<file path="config.mk">
export PLATFORM = sky130hd
export DESIGN_NAME = fetch_unit_flat
export DESIGN_NICKNAME = d
export VERILOG_FILES = /design/src/rtl/riscv_pkg.sv /design/src/rtl/fetch_unit_if.sv /design/src/rtl/fetch_unit_pc_incrementer.sv /design/src/rtl/fetch_unit.sv /design/src/flat_wrapper.sv
export SDC_FILE = /design/constraint.sdc
export NUM_CORES = 1
export LEC_CHECK = 0
export CAP_MARGIN = 20
export CORE_MARGIN = 1
export CORE_UTILIZATION = 35
export CTS_CLUSTER_DIAMETER = 100
export CTS_CLUSTER_SIZE = 14
export DETAILED_ROUTE_END_ITERATION = 6
export GPL_ROUTABILITY_DRIVEN = 0
export PLACE_DENSITY = 0.56
export SYNTH_ARGS = -nofsm -noshare
export SYNTH_HDL_FRONTEND = slang
export SYNTH_SLANG_ARGS = --single-unit
</file>
<file path="constraint.sdc">
create_clock -name clk -period 2.95 [get_ports clk]
set_input_delay 0.59 -clock clk [delete_from_list [all_inputs] [get_ports clk]]
set_output_delay 0.59 -clock clk [all_outputs]
set_load 0.02 [all_outputs]
</file>
<file path="src/rtl/riscv_pkg.sv">
// rtl/riscv_pkg.sv - shared fetch-stage types and constants
package riscv_pkg;

  localparam int XLEN    = 64;
  localparam int ILEN    = 32;
  localparam int PC_STEP = 4;
  localparam logic [63:0] DEFAULT_RESET_PC = 64'h0;

  typedef enum logic [2:0] {
    IDLE,
    REQ,
    WAIT,
    HOLD,
    HALT
  } fetch_state_t;

endpackage

</file>
<file path="src/rtl/fetch_unit_if.sv">
// rtl/fetch_unit_if.sv - imem, instruction and redirect signals of the fetch stage
interface fetch_unit_if #(
  parameter int XLEN = riscv_pkg::XLEN,
  parameter int ILEN = riscv_pkg::ILEN
);

  logic            imem_req_valid;
  logic            imem_req_ready;
  logic [XLEN-1:0] imem_addr;
  logic            imem_resp_valid;
  logic [ILEN-1:0] imem_resp_data;
  logic            inst_valid;
  logic            inst_ready;
  logic [ILEN-1:0] inst;
  logic [XLEN-1:0] pc_out;
  logic [XLEN-1:0] pc4;
  logic            redirect_valid;
  logic [XLEN-1:0] redirect_pc;
  logic            err_misaligned;

  modport master (
    output imem_req_valid, imem_addr, inst_valid, inst, pc_out, pc4, err_misaligned,
    input  imem_req_ready, imem_resp_valid, imem_resp_data, inst_ready,
           redirect_valid, redirect_pc
  );

  modport slave (
    input  imem_req_valid, imem_addr, inst_valid, inst, pc_out, pc4, err_misaligned,
    output imem_req_ready, imem_resp_valid, imem_resp_data, inst_ready,
           redirect_valid, redirect_pc
  );

endinterface

</file>
<file path="src/rtl/fetch_unit_pc_incrementer.sv">
// rtl/fetch_unit_pc_incrementer.sv - combinational PC + 4, wrapping at 2^W
module pc_incrementer
  import riscv_pkg::*;
#(
  parameter int W = 64
) (
  input  logic [W-1:0] pc_in,
  output logic [W-1:0] pc_next
);

  assign pc_next = pc_in + W'(PC_STEP);

endmodule

</file>
<file path="src/rtl/fetch_unit.sv">
// rtl/fetch_unit.sv - PC owner, single-outstanding imem fetch and one-entry output buffer
module fetch_unit #(
  parameter int              XLEN     = riscv_pkg::XLEN,
  parameter int              ILEN     = riscv_pkg::ILEN,
  parameter logic [XLEN-1:0] RESET_PC = XLEN'(riscv_pkg::DEFAULT_RESET_PC)
) (
  input  logic         clk,
  input  logic         reset,
  fetch_unit_if.master bus
);

  import riscv_pkg::*;

  fetch_state_t    state_q, state_d;
  logic [XLEN-1:0] fetch_pc_q, fetch_pc_d;
  logic [XLEN-1:0] req_pc_q, req_pc_d;
  logic            kill_q, kill_d;
  logic            halt_pend_q, halt_pend_d;
  logic            req_valid_q, req_valid_d;
  logic [XLEN-1:0] addr_q, addr_d;
  logic            inst_valid_q, inst_valid_d;
  logic [ILEN-1:0] inst_q, inst_d;
  logic [XLEN-1:0] pc_out_q, pc_out_d;
  logic [XLEN-1:0] pc4_q, pc4_d;
  logic            err_q, err_d;

  logic [XLEN-1:0] req_pc_plus4;
  logic            redir_ok;
  logic            redir_bad;

  pc_incrementer #(.W(XLEN)) u_pc_inc (
    .pc_in   (req_pc_q),
    .pc_next (req_pc_plus4)
  );

  assign redir_ok  = bus.redirect_valid && (bus.redirect_pc[1:0] == 2'b00);
  assign redir_bad = bus.redirect_valid && (bus.redirect_pc[1:0] != 2'b00);

  always_comb begin
    state_d      = state_q;
    fetch_pc_d   = fetch_pc_q;
    req_pc_d     = req_pc_q;
    kill_d       = kill_q;
    halt_pend_d  = halt_pend_q;
    inst_valid_d = inst_valid_q;
    inst_d       = inst_q;
    pc_out_d     = pc_out_q;
    pc4_d        = pc4_q;
    err_d        = err_q;

    unique case (state_q)
      IDLE: begin
        if (redir_bad) begin
          err_d   = 1'b1;
          state_d = HALT;
        end else begin
          if (redir_ok) fetch_pc_d = bus.redirect_pc;
          state_d = REQ;
        end
      end

      REQ: begin
        // A request seen with ready is already owned by imem even if a redirect
        // wins, so it is committed and its response is killed instead.
        if (redir_bad) begin
          err_d        = 1'b1;
          inst_valid_d = 1'b0;
          if (bus.imem_req_ready) begin
            req_pc_d    = fetch_pc_q;
            kill_d      = 1'b1;
            halt_pend_d = 1'b1;
            state_d     = WAIT;
          end else begin
            state_d = HALT;
          end
        end else if (redir_ok) begin
          fetch_pc_d = bus.redirect_pc;
          if (bus.imem_req_ready) begin
            req_pc_d = fetch_pc_q;
            kill_d   = 1'b1;
            state_d  = WAIT;
          end
        end else if (bus.imem_req_ready) begin
          req_pc_d    = fetch_pc_q;
          kill_d      = 1'b0;
          halt_pend_d = 1'b0;
          state_d     = WAIT;
        end
      end

      WAIT: begin
        if (redir_bad) begin
          err_d        = 1'b1;
          inst_valid_d = 1'b0;
          halt_pend_d  = 1'b1;
          kill_d       = 1'b1;
        end else if (redir_ok) begin
          fetch_pc_d = bus.redirect_pc;
          kill_d     = 1'b1;
        end
        if (bus.imem_resp_valid) begin
          if (redir_bad || halt_pend_q) begin
            state_d = HALT;
          end else if (redir_ok || kill_q) begin
            state_d = REQ;
          end else begin
            inst_d       = bus.imem_resp_data;
            pc_out_d     = req_pc_q;
            pc4_d        = req_pc_plus4;
            inst_valid_d = 1'b1;
            state_d      = HOLD;
          end
        end
      end

      HOLD: begin
        if (redir_bad) begin
          err_d        = 1'b1;
          inst_valid_d = 1'b0;
          state_d      = HALT;
        end else if (redir_ok) begin
          fetch_pc_d   = bus.redirect_pc;
          inst_valid_d = 1'b0;
          state_d      = REQ;
        end else if (bus.inst_ready) begin
          fetch_pc_d   = pc4_q;
          inst_valid_d = 1'b0;
          state_d      = REQ;
        end
      end

      HALT: state_d = HALT;

      default: state_d = IDLE;
    endcase

    // Request outputs are registered, so they follow the state being entered.
    req_valid_d = (state_d == REQ);
    addr_d      = (state_d == REQ) ? fetch_pc_d : addr_q;
  end

  always_ff @(posedge clk) begin
    if (reset) begin
      state_q      <= IDLE;
      fetch_pc_q   <= RESET_PC;
      req_pc_q     <= '0;
      kill_q       <= 1'b0;
      halt_pend_q  <= 1'b0;
      req_valid_q  <= 1'b0;
      addr_q       <= '0;
      inst_valid_q <= 1'b0;
      inst_q       <= '0;
      pc_out_q     <= '0;
      pc4_q        <= '0;
      err_q        <= 1'b0;
    end else begin
      state_q      <= state_d;
      fetch_pc_q   <= fetch_pc_d;
      req_pc_q     <= req_pc_d;
      kill_q       <= kill_d;
      halt_pend_q  <= halt_pend_d;
      req_valid_q  <= req_valid_d;
      addr_q       <= addr_d;
      inst_valid_q <= inst_valid_d;
      inst_q       <= inst_d;
      pc_out_q     <= pc_out_d;
      pc4_q        <= pc4_d;
      err_q        <= err_d;
    end
  end

  assign bus.imem_req_valid = req_valid_q;
  assign bus.imem_addr      = addr_q;
  assign bus.inst_valid     = inst_valid_q;
  assign bus.inst           = inst_q;
  assign bus.pc_out         = pc_out_q;
  assign bus.pc4            = pc4_q;
  assign bus.err_misaligned = err_q;

endmodule
</file>
<file path="src/flat_wrapper.sv">
// flat-port wrapper written by rule: the top's interface ports become plain ports
module fetch_unit_flat import riscv_pkg::*;
#(
  parameter int              XLEN     = riscv_pkg::XLEN,
  parameter int              ILEN     = riscv_pkg::ILEN,
  parameter logic [XLEN-1:0] RESET_PC = XLEN'(riscv_pkg::DEFAULT_RESET_PC)
)
  (clk, reset, bus_imem_req_valid, bus_imem_addr, bus_inst_valid, bus_inst, bus_pc_out, bus_pc4, bus_err_misaligned, bus_imem_req_ready, bus_imem_resp_valid, bus_imem_resp_data, bus_inst_ready, bus_redirect_valid, bus_redirect_pc);
  fetch_unit_if #(.XLEN(XLEN), .ILEN(ILEN)) bus_i ();
  input  logic clk;
  input  logic reset;
  output wire logic [$bits(bus_i.imem_req_valid)-1:0] bus_imem_req_valid;
  output wire logic [$bits(bus_i.imem_addr)-1:0] bus_imem_addr;
  output wire logic [$bits(bus_i.inst_valid)-1:0] bus_inst_valid;
  output wire logic [$bits(bus_i.inst)-1:0] bus_inst;
  output wire logic [$bits(bus_i.pc_out)-1:0] bus_pc_out;
  output wire logic [$bits(bus_i.pc4)-1:0] bus_pc4;
  output wire logic [$bits(bus_i.err_misaligned)-1:0] bus_err_misaligned;
  input wire logic [$bits(bus_i.imem_req_ready)-1:0] bus_imem_req_ready;
  input wire logic [$bits(bus_i.imem_resp_valid)-1:0] bus_imem_resp_valid;
  input wire logic [$bits(bus_i.imem_resp_data)-1:0] bus_imem_resp_data;
  input wire logic [$bits(bus_i.inst_ready)-1:0] bus_inst_ready;
  input wire logic [$bits(bus_i.redirect_valid)-1:0] bus_redirect_valid;
  input wire logic [$bits(bus_i.redirect_pc)-1:0] bus_redirect_pc;
  assign bus_imem_req_valid = bus_i.imem_req_valid;
  assign bus_imem_addr = bus_i.imem_addr;
  assign bus_inst_valid = bus_i.inst_valid;
  assign bus_inst = bus_i.inst;
  assign bus_pc_out = bus_i.pc_out;
  assign bus_pc4 = bus_i.pc4;
  assign bus_err_misaligned = bus_i.err_misaligned;
  assign bus_i.imem_req_ready = bus_imem_req_ready;
  assign bus_i.imem_resp_valid = bus_imem_resp_valid;
  assign bus_i.imem_resp_data = bus_imem_resp_data;
  assign bus_i.inst_ready = bus_inst_ready;
  assign bus_i.redirect_valid = bus_redirect_valid;
  assign bus_i.redirect_pc = bus_redirect_pc;
  fetch_unit #(.XLEN(XLEN), .ILEN(ILEN), .RESET_PC(RESET_PC)) u_core (.clk(clk), .reset(reset), .bus(bus_i));
endmodule
</file>
==> impl_results.md <==
* Post-synth ARST share at 0%
* First-pass GRT wire length at 69700 um
* H-tree Lvls at 1
* Max-slew violations at 0
* Clk sinks at approximately 360
* Sw Pwr at around 0.0023 W
* Synth top area share at 50.1%
* Leak Pwr at approximately 6.3 nW
* # Post-CTS Setup Buffers at 0
* Gr usage total at 21.2%
* Die ar. at 41700 um^2
* Initial core utilization at roughly 36%
* Number of buffers created by CTS at 29
* Cell Pwr Density at 495 nW/um^2
* Yosys warns at 0
* Status: complete, no violations
* TritonCTS clock tree: done
* Largest net degree at the start of global routing at approximately 160
* Hold Fails Final Rpt at 0
* Crit path launch type: flip-flop
* Syn avg cell area at 8.58 um^2
* Reg power frac at a little over half
* Dpl hpwl at about 30000 um
* Hold_buf cts at 0
* Crit path kind: reg -> reg
* Post-Route WL at 44900 um
* Reg2reg start: u_core.req_pc_q[36]
* Gate Count Post-Synth at 1666
* Die Ht at 204 um
* Initial antenna violation count at 5
* WHS Endpoint: u_core.req_pc_q[5]
* Met3 global-route usage at approximately 4.4%
* DRC viols at 0
* R2r endpoint: u_core.bus.pc4[54]
* Via count at 12500
* Net Sw Frac at between 20% and 30%
* CP required at ~3400 ps
* Seq cells post-synth at 358
* Std-Cell Core Area at about 40000 um^2
* CP Cell Sequence: nand4_2 -> or3_1 -> or3_1 -> or3_1 -> a311oi_1
* Most used DFF post-synth: dfxtp_1
* Sequential area share after synthesis at between 50% and 60%
* FF-to-FF path depth at 5
* Setup TNS at 0 ps
* Clk pin slew, worst setup/hold paths at approximately 70 ps
* RSZ-0062 raised after global routing: no
* Most common cell after layout, fill and taps aside: dfxtp_1
* Element type at the critical path end: flip-flop
* DR iter-0 viols at roughly 790
* Clock Tree Root: clkbuf_16
* Clock Power Share at between 30% and 40%
* Slew at the pin closest to its max-slew limit at between 700 and 800 ps
* Post-synth EDFFs at 0
* Maximum vdd drop at about 0.39 mV
* Site Rows at between 70 and 80
* Part of the power in combinational logic at about a tenth
* CP Launch Point: u_core.req_pc_q[36]
* Share of cells above drive strength 1 at 5.13%
* Die Wd at around 200 um
* Cell family with most CP delay: simple AND/OR/NAND/NOR gates
* Grt met1 use at 28.0%
* GRT Max-Usage Layer: met2
* I/O pin count at 329
* GRT Residual Overflow at 0
* Worst hold stages at 2
* Clk buf depth at 3
* Mapped Nets at between 1500 and 2000
* Critical path arrival at 3030 ps
* Crit path time final at 2560 ps
* IO buf count at roughly 330
* Slew HR at 49.1%
* CP max-delay cell: or3_1
* Post-Syn Area at about 14000 um^2
* CP max FO at 10
* Period utilization at 86.7%
* Max Cap Viol at 0
* Cells taking the most area after synthesis: dfxtp_1, nand2_1, a21oi_1, mux2i_1, nor2_1
* Number of global-route vias before repair at about 12000
* Via/cell ratio at about 5.1
* HP Start: u_core.fetch_pc_q[5]
* F_max at roughly 390 MHz
* Max incr delay on CP at 590 ps
* Most frequent cells in the layout: dfxtp_1, nand2_1, clkdlybuf4s50_1
* Hold Path Class: reg -> reg
* GR Util met2 at approximately a third
* Layout area overhead at 32.6%
* # setup viols final at 0
* Post-cts sizing count at 0
* Worst R2R Setup Slack at just under 400 ps
* Pre-antenna DRT Iters at 5
* Yosys top cell by area: dfxtp_1
* Final antenna-violating net count at 0
* CP bufs+invs at 0
* Routed WL per cell at roughly 18 um
* Internal power at approximately 0.0071 W
* Cell variety after synth at 49
* Final hold slack at around 450 ps
* Final #Nets at ~2000
* Skew-Pair Late Insertion Delay at around 570 ps
* Most used cell, CP: or3_1
* Clk_skew at 21.3 ps
## how the worst max path moves through the flow
stage / depth (start not counted) / endpoint / slack, ps
final: 5 / u_core.bus.pc4[54] / 390
after global routing: 5 / u_core.bus.pc4[54] / 250
after CTS: 5 / u_core.bus.pc4[54] / 380
after detailed placement: 6 / u_core.bus.pc4[42] / 130
after global placement: 7 / u_core.bus.imem_addr[1] / 180
after floorplan: 9 / u_core.bus.imem_addr[46] / 510
## cells in the mapped netlist, drive strengths merged, types with 4 or more instances
cell type / count
and2: 5
and3: 10
nor2: 149
clkbuf: 115
o21ai: 13
a311oi: 7
a22oi: 52
xnor2: 29
nand2b: 5
or3: 13
nand2: 346
o22ai: 11
or2: 4
nor3: 17
dfxtp: 358
buf: 20
mux2i: 61
inv: 15
nor2b: 59
o2bb2ai: 50
a211oi: 64
xor2: 25
nor4: 10
nand4: 10
a21oi: 175
and4: 10
nand3: 18
## registers in the layout, summed over array words and instances, names as in the netlist
name                       cells
u_core.bus.imem_addr          64
u_core.bus.pc4                64
u_core.fetch_pc_q             64
u_core.req_pc_q               64
u_core.bus.pc_out             62
u_core.bus.inst               32
u_core.state_q                 3
u_core.bus.err_misaligned      1
u_core.bus.imem_req_valid      1
u_core.bus.inst_valid          1
u_core.halt_pend_q             1
u_core.kill_q                  1
## tightest hold or removal path, delay by kind of cell, from the launching register on
family | cells | cell delay (ps)
flip-flops | 1 | 310
AO/OA/AOI/OAI | 1 | 50
AND/OR/NAND/NOR | 1 | 50
## stage by stage
step           util, %  instance area [um^2]  instances  setup slack, ps  total power (W)
3_5_place_dp      45.5                 18200       2423              128          0.00606
4_1_cts           47.4                 19000       2454              377          0.00951
2_1_floorplan        -                 14300       1666              508          0.00560
5_1_grt           47.4                 19000       2455              254          0.00979
3_3_place_gp      45.5                 18200       2423              177          0.00606
6_report          47.4                 19000       2455              392          0.00939
## kinds of logic after synthesis
logic type / Yosys count / share of synthesized area (%)
multiplexers: 61 / 4.27
adder cells (fa/ha/maj): 1 / 0.0875
buffers and inverters: 150 / 4.10
AO/OA/AOI/OAI: 379 / 17.2
flip-flops: 358 / 50.1
AND/OR/NAND/NOR: 663 / 20.9
XOR/XNOR: 54 / 3.31
## power groups by stage
stage | Clock (W) | Combinational (W) | Sequential (W)
2_1_floorplan | 0 | 0.000470 | 0.00513
3_3_place_gp | 0 | 0.000950 | 0.00511
3_5_place_dp | 0 | 0.000954 | 0.00511
4_1_cts | 0.00355 | 0.000959 | 0.00500
5_1_grt | 0.00376 | 0.00102 | 0.00501
6_report | 0.00344 | 0.000947 | 0.00500
## cell type report
type | instances | area, um^2
fillers | 3882 | 21000
diodes | 1 | 2.50
clock buffers | 30 | 729
clock inverters | 1 | 8.76
repair buffers | 367 | 3740
multi-input cells | 1158 | 6600
well taps | 525 | 657
inverters | 15 | 56.3
flip-flops and latches | 358 | 7170
## layer usage
| layer | routed length (um) | up-vias | share of wire [%] |
|---|---|---|---|
| met1 | 20000 | 5919 | 45 |
| li1 | - | 6230 | - |
| met3 | 2990 | 51 | 6.7 |
| met2 | 21100 | 310 | 47 |
| met5 | 45 | - | 0.10 |
| met4 | 658 | 6 | 1.5 |
Power figures use the tool's default switching activity.
